<file path="config.mk">
export PLATFORM = sky130hd
export DESIGN_NAME = jt053246_drq
export DESIGN_NICKNAME = d
export VERILOG_FILES = /design/src/rtl/jt053246_drq.sv
export SDC_FILE = /design/constraint.sdc
export NUM_CORES = 1
export LEC_CHECK = 0
export ABC_AREA = 1
export BUFFER_PORTS_ARGS = -buffer_cell sky130_fd_sc_hd__buf_4
export CAP_MARGIN = 20
export CORE_ASPECT_RATIO = 1.4
export CORE_MARGIN = 4
export CORE_UTILIZATION = 60
export CTS_BUF_LIST = sky130_fd_sc_hd__clkbuf_8 sky130_fd_sc_hd__clkbuf_16
export CTS_CLUSTER_DIAMETER = 100
export DETAILED_ROUTE_END_ITERATION = 10
export GPL_TIMING_DRIVEN = 0
export PLACE_DENSITY = 0.8
export SLEW_MARGIN = 10
export SYNTH_ARGS = -nofsm -noshare
export SYNTH_HDL_FRONTEND = slang
export SYNTH_SLANG_ARGS = --single-unit
export TNS_END_PERCENT = 100
</file>
<file path="constraint.sdc">
create_clock -name clk -period 5 [get_ports clk]
set_clock_uncertainty 0.15 [all_clocks]
set_input_delay 0.5 -clock clk [delete_from_list [all_inputs] [get_ports clk]]
set_output_delay 0.5 -clock clk [all_outputs]
set_load 0.03 [all_outputs]
</file>
<file path="src/rtl/jt053246_drq.sv">
`default_nettype none
// +--------------------------------------------------------------------------+
// | jt053246_drq                                                             |
// | Draw-request FIFO and tile-drawer scheduler with line-start flush.       |
// | Rev 1.0                                                                  |
// +--------------------------------------------------------------------------+
module jt053246_drq #(
  parameter int AW    = 3,
  parameter int GUARD = 1
) (
  input  logic        clk,
  input  logic        rst_n,
  input  logic        cen,
  input  logic        hs,
  input  logic        vs,
  input  logic        dr_start,
  output logic        dr_busy,
  input  logic [15:0] i_code,
  input  logic [9:0]  i_attr,
  input  logic        i_hflip,
  input  logic        i_vflip,
  input  logic [8:0]  i_hpos,
  input  logic [3:0]  i_ysub,
  input  logic [11:0] i_hzoom,
  input  logic        i_hz_keep,
  output logic        drw_start,
  input  logic        drw_busy,
  output logic        drw_abort,
  output logic [15:0] o_code,
  output logic [9:0]  o_attr,
  output logic        o_hflip,
  output logic        o_vflip,
  output logic [8:0]  o_hpos,
  output logic [3:0]  o_ysub,
  output logic [11:0] o_hzoom,
  output logic        o_hz_keep,
  output logic        lb_page,
  output logic        idle,
  output logic [7:0]  drop_cnt,
  output logic        ovf
);

  localparam int                c_DEPTH = 1 << AW;
  localparam int                c_EW    = 54;
  localparam int                c_GW    = $clog2(GUARD + 2);
  localparam logic [AW:0]       c_FULL  = (AW + 1)'(c_DEPTH);
  localparam logic [c_GW-1:0]   c_GLAST = c_GW'((GUARD > 0) ? GUARD - 1 : 0);

  typedef enum logic [1:0] {
    ST_IDLE  = 2'd0,
    ST_GUARD = 2'd1,
    ST_WAIT  = 2'd2
  } state_t;

  state_t              r_state;
  logic                r_hs;
  logic                r_vs;
  logic [AW-1:0]       r_wptr;
  logic [AW-1:0]       r_rptr;
  logic [AW:0]         r_count;
  logic [c_GW-1:0]     r_gcnt;
  logic [7:0]          r_acc;
  logic [c_EW-1:0]     r_mem [c_DEPTH];

  logic                w_hs_edge;
  logic                w_vs_edge;
  logic                w_full;
  logic                w_empty;
  logic                w_push;
  logic                w_push_lost;
  logic                w_pop;
  logic                w_busy_state;
  logic [AW:0]         w_count_nxt;
  logic [AW+1:0]       w_drops;
  logic [8:0]          w_acc_sum;
  logic [7:0]          w_acc_sat;
  logic [7:0]          w_acc_nxt;
  logic [c_EW-1:0]     w_wdata;
  logic [c_EW-1:0]     w_rdata;

  assign w_hs_edge    = hs & ~r_hs;
  assign w_vs_edge    = vs & ~r_vs;
  assign w_full       = (r_count == c_FULL);
  assign w_empty      = (r_count == '0);
  assign w_busy_state = (r_state != ST_IDLE);

  // hs_edge is folded in so the scanner holds its request across the flush
  assign dr_busy      = w_full | w_hs_edge;

  assign w_push      = cen & dr_start & ~w_full & ~w_hs_edge;
  assign w_push_lost = cen & dr_start &  w_full & ~w_hs_edge;
  assign w_pop       = cen & ~w_hs_edge & ~w_busy_state & ~w_empty & ~drw_busy;

  assign w_wdata = {i_code, i_attr, i_hflip, i_vflip, i_hpos, i_ysub, i_hzoom, i_hz_keep};
  assign w_rdata = r_mem[r_rptr];

  assign w_drops   = {1'b0, r_count} + {{(AW + 1){1'b0}}, w_busy_state};
  assign w_acc_sum = {1'b0, r_acc} + 9'(w_drops);
  assign w_acc_sat = w_acc_sum[8] ? 8'hFF : w_acc_sum[7:0];
  assign w_acc_nxt = w_hs_edge ? w_acc_sat : r_acc;

  always_comb begin
    w_count_nxt = r_count;
    if (w_hs_edge) begin
      w_count_nxt = '0;
    end else begin
      w_count_nxt = r_count + (AW + 1)'(w_push) - (AW + 1)'(w_pop);
    end
  end

  always_ff @(posedge clk) begin
    if (w_push) begin
      r_mem[r_wptr] <= w_wdata;
    end
  end

  always_ff @(posedge clk or negedge rst_n) begin
    if (!rst_n) begin
      r_wptr  <= '0;
      r_rptr  <= '0;
      r_count <= '0;
    end else if (cen) begin
      if (w_hs_edge) begin
        r_wptr  <= '0;
        r_rptr  <= '0;
        r_count <= '0;
      end else begin
        if (w_push) r_wptr <= r_wptr + AW'(1);
        if (w_pop)  r_rptr <= r_rptr + AW'(1);
        r_count <= w_count_nxt;
      end
    end
  end

  always_ff @(posedge clk or negedge rst_n) begin
    if (!rst_n) begin
      r_state   <= ST_IDLE;
      r_gcnt    <= '0;
      drw_start <= 1'b0;
      drw_abort <= 1'b0;
      lb_page   <= 1'b0;
      idle      <= 1'b1;
      {o_code, o_attr, o_hflip, o_vflip, o_hpos, o_ysub, o_hzoom, o_hz_keep} <= '0;
    end else if (cen) begin
      drw_start <= 1'b0;
      drw_abort <= 1'b0;
      if (w_hs_edge) begin
        lb_page <= ~lb_page;
        if (w_busy_state) drw_abort <= 1'b1;
        r_state <= ST_IDLE;
        idle    <= 1'b1;
      end else begin
        case (r_state)
          ST_IDLE: begin
            if (w_pop) begin
              {o_code, o_attr, o_hflip, o_vflip, o_hpos, o_ysub, o_hzoom, o_hz_keep} <= w_rdata;
              drw_start <= 1'b1;
              r_gcnt    <= '0;
              r_state   <= (GUARD == 0) ? ST_WAIT : ST_GUARD;
              idle      <= 1'b0;
            end else begin
              idle <= (w_count_nxt == '0);
            end
          end
          ST_GUARD: begin
            // drw_busy may not be asserted yet right after the start pulse
            if (r_gcnt == c_GLAST) begin
              r_state <= ST_WAIT;
            end else begin
              r_gcnt <= r_gcnt + c_GW'(1);
            end
            idle <= 1'b0;
          end
          ST_WAIT: begin
            if (!drw_busy) begin
              r_state <= ST_IDLE;
              idle    <= (w_count_nxt == '0);
            end else begin
              idle <= 1'b0;
            end
          end
          default: begin
            r_state <= ST_IDLE;
            idle    <= (w_count_nxt == '0);
          end
        endcase
      end
    end
  end

  always_ff @(posedge clk or negedge rst_n) begin
    if (!rst_n) begin
      r_hs     <= 1'b0;
      r_vs     <= 1'b0;
      r_acc    <= '0;
      drop_cnt <= '0;
      ovf      <= 1'b0;
    end else if (cen) begin
      r_hs <= hs;
      r_vs <= vs;
      if (w_vs_edge) begin
        // a coinciding line flush still belongs to the frame being closed
        drop_cnt <= w_acc_nxt;
        r_acc    <= '0;
        ovf      <= w_push_lost;
      end else begin
        r_acc <= w_acc_nxt;
        if (w_push_lost) ovf <= 1'b1;
      end
    end
  end

endmodule
`default_nettype wire
</file>
After elaboration in Yosys (flattened, before gate mapping) --
Memory sizes are Yosys's and may differ from the RTL's. A register that Yosys moved wholly into a read port is not among the register bits. Index checks and enable logic that the tools add are counted.
Storage, ports and cells: flip-flop bits (word level) 37, bits in writable memories 432, bits of input ports 61, output and inout port bits 68, logic and storage cells 98, memories kept 1
Cells by class: add/sub/neg operators 7, equality and inequality tests 8, muxes and demuxes 30, bitwise operators 20, reduce and logical (&&, ||, !) cells 18
Memories:
- r_mem | words 8, bits a word 54, read ports 1, clocked after Yosys merged registers in 1, write ports 1, line 63 | logic [c_EW-1:0] r_mem [c_DEPTH];
Operators by type and width (count):
- 8-bit 2-to-1 mux | 3
- 1-bit 2-to-1 mux | 12
- 2-bit 2-to-1 mux | 6
- 3-bit 2-to-1 mux | 4
- 1-bit bitwise AND | 11
- 2-bit AND reduction | 5
- 2-bit nonzero test | 5
- 8-bit by 5-bit adder with 9-bit output | 1
- 3-bit inequality test (second input constant) | 3
- 4-bit zero test | 2
- 4-bit 2-to-1 mux | 2
- 1-bit NOT | 8
- 4-bit AND reduction | 2
- 3-bit by 1-bit adder with 3-bit output (second input constant) | 2
- 2-bit one-hot mux with 3 select lines | 1
- 4-bit by 1-bit adder with 5-bit output | 1
- 5-bit AND reduction | 1
- 4-bit by 1-bit adder with 4-bit output | 1
- 4-bit equality test (second input constant) | 1
- 2-bit zero test | 2
- 2-bit inequality test (second input constant) | 2
- 2-bit one-hot mux with 2 select lines | 1
- 4-bit by 1-bit subtractor with 4-bit output | 1
- 1-bit one-hot mux with 3 select lines | 1
- 5 further kinds | 5

Longest topological paths before layout --
Gate-level depths: netlist of run 1.
depth in word-level cells 13, gate-level depth with buffers 16, mapped depth without buffers 16

Worst setup path before layout of run 1 --
OpenSTA, ideal clock, no wires.
path kind input to register, from in hs, to mem r_mem[0][0], enable pin, library setup time 0.466 ns, arrival 3.642 ns, data required time 4.384 ns, slack 0.742 ns, cell stages on the path 7, path buffers 0, cells stage by stage inv_1 nor2_4 clkinv_1 nand2_1 nor2_1 nand2_1 nor2_1
On the way: word-level cells in the longest chain between the ends 5
Ends and longest elaborated chain:
- start: declaration | line 14 | input logic hs,
- 1-bit bitwise AND | line 81 | assign w_hs_edge = hs & ~r_hs;
- 1-bit NOT (no line)
- 1-bit bitwise AND | line 90 | assign w_push = cen & dr_start & ~w_full & ~w_hs_edge;
- 1-bit 2-to-1 mux | line 112 | if (w_push) begin
- 1-bit 2-to-1 mux (not written as such) | line 113 | r_mem[r_wptr] <= w_wdata;
- end: declaration | line 63
No other way between the ends.

Worst setup path after layout of run 1 --
from reg r_count[2], to mem r_mem[7][40], enable pin
On the way: word-level cells in the longest chain between the ends 6
Ends and longest elaborated chain:
- start: declaration | line 60 | logic [AW:0] r_count;
- start signal: assignment | line 130 | r_count <= w_count_nxt;
- 4-bit equality test | line 83 | assign w_full = (r_count == c_FULL);
- 1-bit NOT | line 90
- 1-bit bitwise AND (2 in series) | line 90
- 1-bit 2-to-1 mux | line 112
- 1-bit 2-to-1 mux (not written as such) | line 113
No other way between the ends.

==> impl.org, run 1 <==
** Global routing
- Overall Global Routing Usage :: 0.282
- Largest net degree at the start of global routing :: 55
- Antenna violations before repair :: 2
- GRT overflow :: 0
- Global-route wire length before repair :: 81,200 um
- The number of global-route vias before repair is 14,500.

** Die
- Overall die height :: 228 um
- Die outline area :: 37,700 um^2
- For this configuration, the core starts out at a cell density of 0.609.
- Placeable core region :: 34,100 um^2
- Floorplan die width :: 165 um
- In this run the count of I/O pins placed on the die edge is 129.
- The floorplan has 80 rows.

** STA
- Smallest setup slack after layout :: 1750 ps
- Final count of hold timing violations :: 0
- Final Setup Violations :: 0
- Setup repair after global routing left no endpoint under its margin.
- Min cycle time layout :: 3250 ps
- Crit share post-route :: 0.651
- Slew at the pin with the worst max-slew slack :: 837 ps
- Relative slew slack :: 0.441
- The final count of pins violating max slew came to 0.
- Derived from the worst setup path, the maximum achievable clock frequency is 0.307 GHz.

** Logic synthesis
- Of all flip-flops after synthesis, the portion carrying an async set or reset was 0.174.
- Number of different library cells in the post-synthesis netlist :: 36
- Adder and majority gate portion of the synthesized area :: 0.0101
- Synth top cells by count :: sky130_fd_sc_hd__edfxtp_1, sky130_fd_sc_hd__nor2_1, sky130_fd_sc_hd__o21ai_0
- A synthesized cell averages 12.9 um^2.
- Yosys instantiated no cell more often than sky130_fd_sc_hd__edfxtp_1.
- Number of flops mapped to enable cells by yosys :: 432
- After synthesis, the share of cell area in mux cells is 0.
- Sorting the synthesized cells by area gives the leading types as sky130_fd_sc_hd__edfxtp_1, sky130_fd_sc_hd__dfrtp_1, sky130_fd_sc_hd__o21ai_0.
- Of the synthesized area, sequential elements account for 0.734.
- Share of the synthesized netlist area taken by xor and xnor gates :: 0.00169
- Synthesized-area fraction occupied by and/or/nand/nor cells :: 0.114
- Dominant combinational cell family by area after synthesis :: simple AND/OR/NAND/NOR gates
- Predominant post-synthesis flop cell :: sky130_fd_sc_hd__edfxtp_1
- Yosys top cell by area :: sky130_fd_sc_hd__edfxtp_1
- Synthesis handed over a netlist of 1,617 instances.
- The share of synthesized area in the top cell type comes to 0.624.
- Syn Nets :: 1,693
- The synthesized netlist occupies a cell area of 20,800 um^2.
- Number of warnings reported in the yosys synthesis log :: 0
- Compound-Gate Fraction of Synth Area :: 0.106
- Flop and latch count out of synthesis :: 523

** Finish
- Post-layout net count :: 1,914
- Once layout is complete, the cells apart from fillers number 2,330.
- The area growth from synthesis to layout is 18.6%.
- Non-Filler Cell Area, Final :: 24,600 um^2
- Share of post-route cells with drive strength above 1 :: 0.168
- After filler insertion, the fill cell instance count of the layout stands at 2,117.

** Route
- WL/cell :: 23.1 um
- Routed Wire Length :: 53,800 um
- Dividing the detail-routed via count by the number of cells gives 6.13.
- Across all layers, the routed design uses 14,300 vias.
- Total met3 wirelength after detailed routing :: 4580 um
- Wire segments on met2 add up to 27,800 um in the final route.
- The detail route stage leaves a number of antenna-violating nets equal to 0.
- After the first detailed-routing iteration, the DRC count stood at 1,725.
- Length of routed wiring on met1 :: 19,200 um
- Routed signal wires occupy layers up through met4.
- Initial DRT Pass Iterations :: 5
- In the routed design, unresolved DRC markers number 0.

** Place
- Count of port buffers added during placement :: 128
- Cell total after placement :: 2,213
- Post-DP HPWL :: 34,400 um
- Cell area reported after detailed placement :: 22,800 um^2
- The congestion estimate from routability-driven global placement came to 0.823.
- Timing analysis after detailed placement gives a worst setup slack of 1590 ps.

** Setup path
- Along the worst path, the maximum fanout reaches 20.
- The worst setup path is of the register to register kind.
- Data on the critical path arrives at its endpoint at 3370 ps.
- Among all stages on the critical path, the largest delay is contributed by sky130_fd_sc_hd__nor2_4.
- For this run, the slowest stage of the critical path takes 710 ps.
- The most numerous cell type found on the critical path is sky130_fd_sc_hd__nand2_1.
- The worst setup path is launched from a register.
- Endpoint type of the worst setup path :: register
- For the worst setup path, the data required time is 5120 ps.
- Traced cell by cell, the critical path runs through inv_1 > ha_1 > nand3_1 > nand2_1 > nor2_1 > nand2_1 > nor2_4 > buf_12 > buf_16.

** CTS
- Clock-pin slew was measured on the worst setup and hold paths at 70 ps.
- Clock latency on the worst-skew pair :: 580 ps
- Buffer levels on the longest clock path :: 3
- Total CTS buffers :: 47
- H-tree lvl count :: 2
- Clock tree synthesis found a total of 523 sinks.
- Resized Gates After CTS :: 0
- Clock Tree Root :: sky130_fd_sc_hd__clkbuf_16
- TritonCTS clock tree :: done

** Flow run
- Max-cap violations in this run came to 0.

** Power
- The design draws 13.1 mW.
- Worst VDD drop :: 0.337 mV
- Pwr/cell area :: 532 nW/um^2
- Standby leakage power :: 9.05 nW

** Hold path
- Worst min-delay path category :: input port to register

** Run status
- Outcome :: complete, no violations
[final cells by class]
type / instances / area (um^2) / share of cell area
multi-input combinational: 960 / 4890 / 0.199
tap: 451 / 564 / 0.0229
antenna: 2 / 5.00 / 0.000203
buffer: 97 / 556 / 0.0225
clock buffer: 53 / 1260 / 0.0511
timing repair buffer: 172 / 1630 / 0.0662
clock inverter: 35 / 342 / 0.0139
sequential: 523 / 15300 / 0.619
inverter: 37 / 144 / 0.00584
[cells by family (layout without fill, tap and decap cells)]
| kind of cell | Yosys count | count (layout) |
|---|---|---|
| XOR/XNOR | 4 | 4 |
| other | 0 | 2 |
| AO/OA/AOI/OAI | 355 | 355 |
| AND/OR/NAND/NOR | 586 | 586 |
| flip-flops | 523 | 523 |
| adder cells (fa/ha/maj) | 15 | 15 |
| buffers and inverters | 134 | 394 |
[through the flow]
| step | utilization | TNS, ps | hold WS, ps |
|---|---|---|---|
| after global placement | 0.654 | -659990 | 307 |
| after floorplan | - | 0 | 54.4 |
| after CTS | 0.722 | 0 | 0.193 |
| final | 0.722 | 0 | 14.5 |
| after global routing | 0.722 | 0 | 8.25 |
| after detailed placement | 0.667 | 0 | 315 |
[worst max-delay path: cells and delay by family (launching register included)]
| family | cells | cell delay (ps) |
|---|---|---|
| simple gates | 5 | 1650 |
| buf+inv | 3 | 560 |
| flops | 1 | 360 |
| fa+ha+maj | 1 | 200 |
[placed cells by master (no fill, tap or decap), drive strengths merged, types with 3 or more instances in the layout]
cell	synthesis	final
a21oi	9	9
buf	51	196
bufinv	0	7
clkbuf	46	99
clkinv	2	13
dfrtp	90	90
dlygate4sd3	0	27
edfxtp	432	432
fa	3	3
ha	12	12
inv	35	51
nand2	204	204
nand3	83	83
nor2	294	294
o211ai	55	55
o21ai	234	234
o221ai	54	54
[sequential cells by signal, summed over array words and instances (netlist names), 3 cells and up]
name      cells
r_mem       432
o_hzoom      12
o_ysub        4
r_wptr        3
r_count       4
o_code       16
r_acc         8
o_attr       10
o_hpos        9
r_rptr        3
drop_cnt      8
[what timing repair did]
action / CTS / global route
setup endpoints to repair: 0 / 0
buffers inserted: 0 / 0
hold buffers: 27 / 0
hold endpoints to repair: 234 / 0
[power by group]
part	total, mW	switching, mW	internal, mW
Combinational	4.03	2.74	1.29
Sequential	5.34	0.212	5.13
Clock	3.72	1.56	2.17
Total	13.1	4.51	8.59
[per-layer routing]
metal	vias up	track usage
met5	-	0
met4	0	0.122
met3	159	0.0448
met2	811	0.482
met1	7015	0.356
li1	6303	-
[final timing paths]
check | startpoint | endpoint | slack (ps) | depth (start not counted)
worst max-delay path | r_count[2] | r_mem[7][40] | 1750 | 9
worst min-delay path | i_code[4] | r_mem[7][42] | 10 | 1
worst max register to register | r_count[2] | r_mem[7][40] | 1750 | 9
worst min register to register | idle | idle | 320 | 2
max in group asynchronous | rst_n | o_code[15] | 3570 | 3
min in group asynchronous | rst_n | drop_cnt[2] | 390 | 2
Note: power is estimated with default switching activity, not from simulation.
==> run 2: changes to the inputs <==
--- a/config.mk
+++ b/config.mk
@@ -10,12 +10,12 @@
 export CAP_MARGIN = 20
 export CORE_ASPECT_RATIO = 1.4
 export CORE_MARGIN = 4
-export CORE_UTILIZATION = 60
+export CORE_UTILIZATION = 55
 export CTS_BUF_LIST = sky130_fd_sc_hd__clkbuf_8 sky130_fd_sc_hd__clkbuf_16
 export CTS_CLUSTER_DIAMETER = 100
 export DETAILED_ROUTE_END_ITERATION = 10
 export GPL_TIMING_DRIVEN = 0
-export PLACE_DENSITY = 0.8
+export PLACE_DENSITY = 0.77
 export SLEW_MARGIN = 10
 export SYNTH_ARGS = -nofsm -noshare
 export SYNTH_HDL_FRONTEND = slang
==> constraint.sdc (replaced) <==
create_clock -name clk -period 2.6 [get_ports clk]
set_clock_uncertainty 0.15 [all_clocks]
set_input_delay 0.26 -clock clk [delete_from_list [all_inputs] [get_ports clk]]
set_output_delay 0.26 -clock clk [all_outputs]
set_load 0.03 [all_outputs]
==> run 2 against run 1 <==
Effect of this change: die area is 8.7% higher; utilization is 4.6 points lower; via count is 2.6% higher; largest cell class unchanged.
==> impl.org, run 2 (synthesized netlist as in run 1, its figures left out) <==
** Finish
- After the last flow step, the layout net total stands at 1,961.
- Measured on the finished design, the core utilization comes to 0.676.
- Commonest cells after routing, fill and taps aside :: sky130_fd_sc_hd__edfxtp_1, sky130_fd_sc_hd__nor2_1, sky130_fd_sc_hd__o21ai_0, sky130_fd_sc_hd__nand2_1, sky130_fd_sc_hd__buf_4
- Synth-to-layout area growth :: 21.8%
- Area occupied by multi-input gates :: 5020 um^2
- After filler insertion, the fill cell instance count of the layout stands at 2,497.
- Cell Count, Final, Fillers Out :: 2,399
- The register with the most flip-flops in the layout has 432 of them.
- Leaving out fill and tap cells, the most frequent cell in the layout is sky130_fd_sc_hd__edfxtp_1.
- Register with the highest flop count :: r_mem
- In the final layout, flip-flops and latches occupy 15,300 um^2.
- Of the cells placed in the final design, the portion with a size suffix greater than 1 is 0.184.

** CTS
- TritonCTS built the clock tree.
- Buffer levels on the longest clock path :: 3
- Total CTS buffers :: 47
- Counting every sink on the clock net gives 523.
- After clock tree synthesis, the clock-pin slew on the worst setup and hold paths is 60 ps.
- The clock tree synthesis step divided the H-tree into 2 levels.
- Clock latency on the worst-skew pair :: 580 ps
- The cell sitting at the root of the clock tree is a sky130_fd_sc_hd__clkbuf_16.

** Route
- Residual DRC count :: 0
- Antenna-violating nets left :: 0
- After detailed routing, the number of vias per cell comes to 6.11.
- Initial DRT Pass Iterations :: 6
- Number of design-rule violations left by the first detailed-router iteration :: 1,748
- WL/cell :: 23.2 um
- Summing over every cut layer, the via total after detailed routing is 14,700.
- Routed Wire Length :: 55,600 um

** Global routing
- The initial antenna violation count came to 2.
- The number of global-route vias before repair is 15,300.
- The first global-routing pass estimated 84,400 um of wire.
- Global routing finished with a remaining overflow of 0.
- For this run, global-route usage on met2 was measured as 0.471.
- GRT Max-Usage Layer :: met2
- Global-route met3 utilization :: 0.0431
- Overall Global Routing Usage :: 0.269
- Entering global routing, the biggest net connects 60 pins.
- Global routing usage on met1 :: 0.322

** Place
- Port buffering added 128 buffers.
- Prior to clock tree synthesis, the placed netlist has a worst setup slack of -441 ps.
- Global placer's final weighted congestion :: 0.851
- After detailed placement, the design holds a cell count of 2,235.
- Post-DP HPWL :: 34,800 um

** STA
- Unrepaired setup endpoints after global routing :: true
- Final count of hold timing violations :: 0
- The final count of pins violating max slew is 0.
- Smallest setup slack after layout :: 55.3 ps
- Adding up every negative setup slack in the final design gives 0 ps.
- Min cycle time layout :: 2540 ps
- For the pin with the worst max-slew slack, the measured transition is 821 ps.
- Crit share post-route :: 0.979
- The worst pin sits at a relative slew slack of 0.453.
- Final Setup Violations :: 0
- Timing would allow up to 0.393 GHz.

** Die
- Overall die height :: 238 um
- Floorplan die width :: 172 um
- Total I/O pin count :: 129
- The floorplan has 84 rows.
- The initial utilization of the core area, before any placement, comes to 0.555.
- The floorplan step defined a die boundary enclosing 41,000 um^2.
- Placeable core region :: 37,400 um^2

** Hold path
- Worst min-delay path category :: input port to register
- Cells on Worst Hold Path :: 4

** Power
- The share of total power dissipated in the clock network is 0.285.
- Across the VDD grid, the largest voltage drop is 0.628 mV.
- The analysis attributes to cell leakage a power of 9.28 nW.
- Cell internal power dissipation :: 16.8 mW
- Of the total power, combinational logic draws 0.314.
- Summed over all nets, the switching power comes to 8.85 mW.
- Fraction of power spent switching nets :: 0.345
- For this design the ratio of total power to cell area is 1010 nW/um^2.
- Of the total power, registers draw 0.401.

** Setup path
- In this design, the stage delay of the slowest critical-path cell is 470 ps.
- Along the worst path, the maximum fanout reaches 3.
- On the critical path, the stage with the largest delay is an instance of sky130_fd_sc_hd__fa_2.
- Required time worst endpoint :: 2960 ps
- Startpoint Class :: register
- The worst setup path is captured at a register.
- Worst Setup Path Type :: register to register
- Chain of cells forming the critical path :: ha_4 > nand3_4 > nand2_4 > nor2_4 > inv_2 > ha_4 > inv_2 > ha_4 > fa_2 > nor3_2 > nand2_1 > nand2_1 > nand2_1 > nand2_1
- The worst register-to-register path has a depth of 14.
- Counting stages on the worst path, the most repeated cell is sky130_fd_sc_hd__nand2_1.
- STA puts the critical path data arrival time at 2900 ps.

** Run status
- Outcome :: complete, no violations

** Flow run
- Maxcap violations :: 0
[run 2: final timing paths]
check,from,to,slack (ps)
max in group asynchronous,rst_n,o_attr[9],1540
min,drw_busy,r_state[1],20
min reg2reg,idle,idle,320
max reg2reg,r_count[3],idle,60
min in group asynchronous,rst_n,drop_cnt[2],50
max,r_count[3],idle,60
[run 2: metal layers]
metal | vias to the layer above | wire, um
met3 | 174 | 4480
met2 | 816 | 28900
met4 | 0 | 2300
met1 | 7276 | 20000
li1 | 6397 | -
met5 | - | 0
[run 2: layout make-up]
| cell class | count | area share |
|---|---|---|
| Antenna cell | 2 | 0.000198 |
| Buffer | 96 | 0.0218 |
| Clock buffer | 52 | 0.0496 |
| Clock inverter | 36 | 0.0152 |
| Inverter | 37 | 0.00628 |
| Multi-Input combinational cell | 960 | 0.198 |
| Sequential cell | 523 | 0.603 |
| Tap cell | 473 | 0.0234 |
| Timing Repair Buffer | 220 | 0.0827 |
[run 2: metrics by stage]
step	area [um^2]	hold slack, ps	total power, mW
4_1_cts	25200	3.87	25.5
6_report	25300	24.5	25.7
3_3_place_gp	22400	308	17.7
2_1_floorplan	20900	-186	15.2
5_1_grt	25300	35.6	26.7
3_5_place_dp	22800	107	18.1
[run 2: critical path: cells and delay by family, from the launching register on]
family,cells,cell delay [ps]
fa+ha+maj,4,1080
simple gates,8,720
buf+inv,2,110
flops,1,430
[run 2: power by group through the flow]
| stage | registers (mW) | clock network [mW] | logic [mW] |
|---|---|---|---|
| floorplan | 11.3 | 0 | 3.95 |
| global placement | 10.4 | 0 | 7.29 |
| detailed placement | 10.4 | 0 | 7.62 |
| CTS | 10.3 | 7.34 | 7.90 |
| global route | 10.4 | 7.68 | 8.68 |
| finish | 10.3 | 7.31 | 8.06 |
[run 2: repair_timing]
item / in CTS / in global routing
setup endpoints to repair: 45 / 52
hold buffers: 61 / 0
gates resized for setup: 16 / 12
pin swaps: 7 / 8
setup buffers: 9 / 5
hold endpoints to repair: 534 / 0
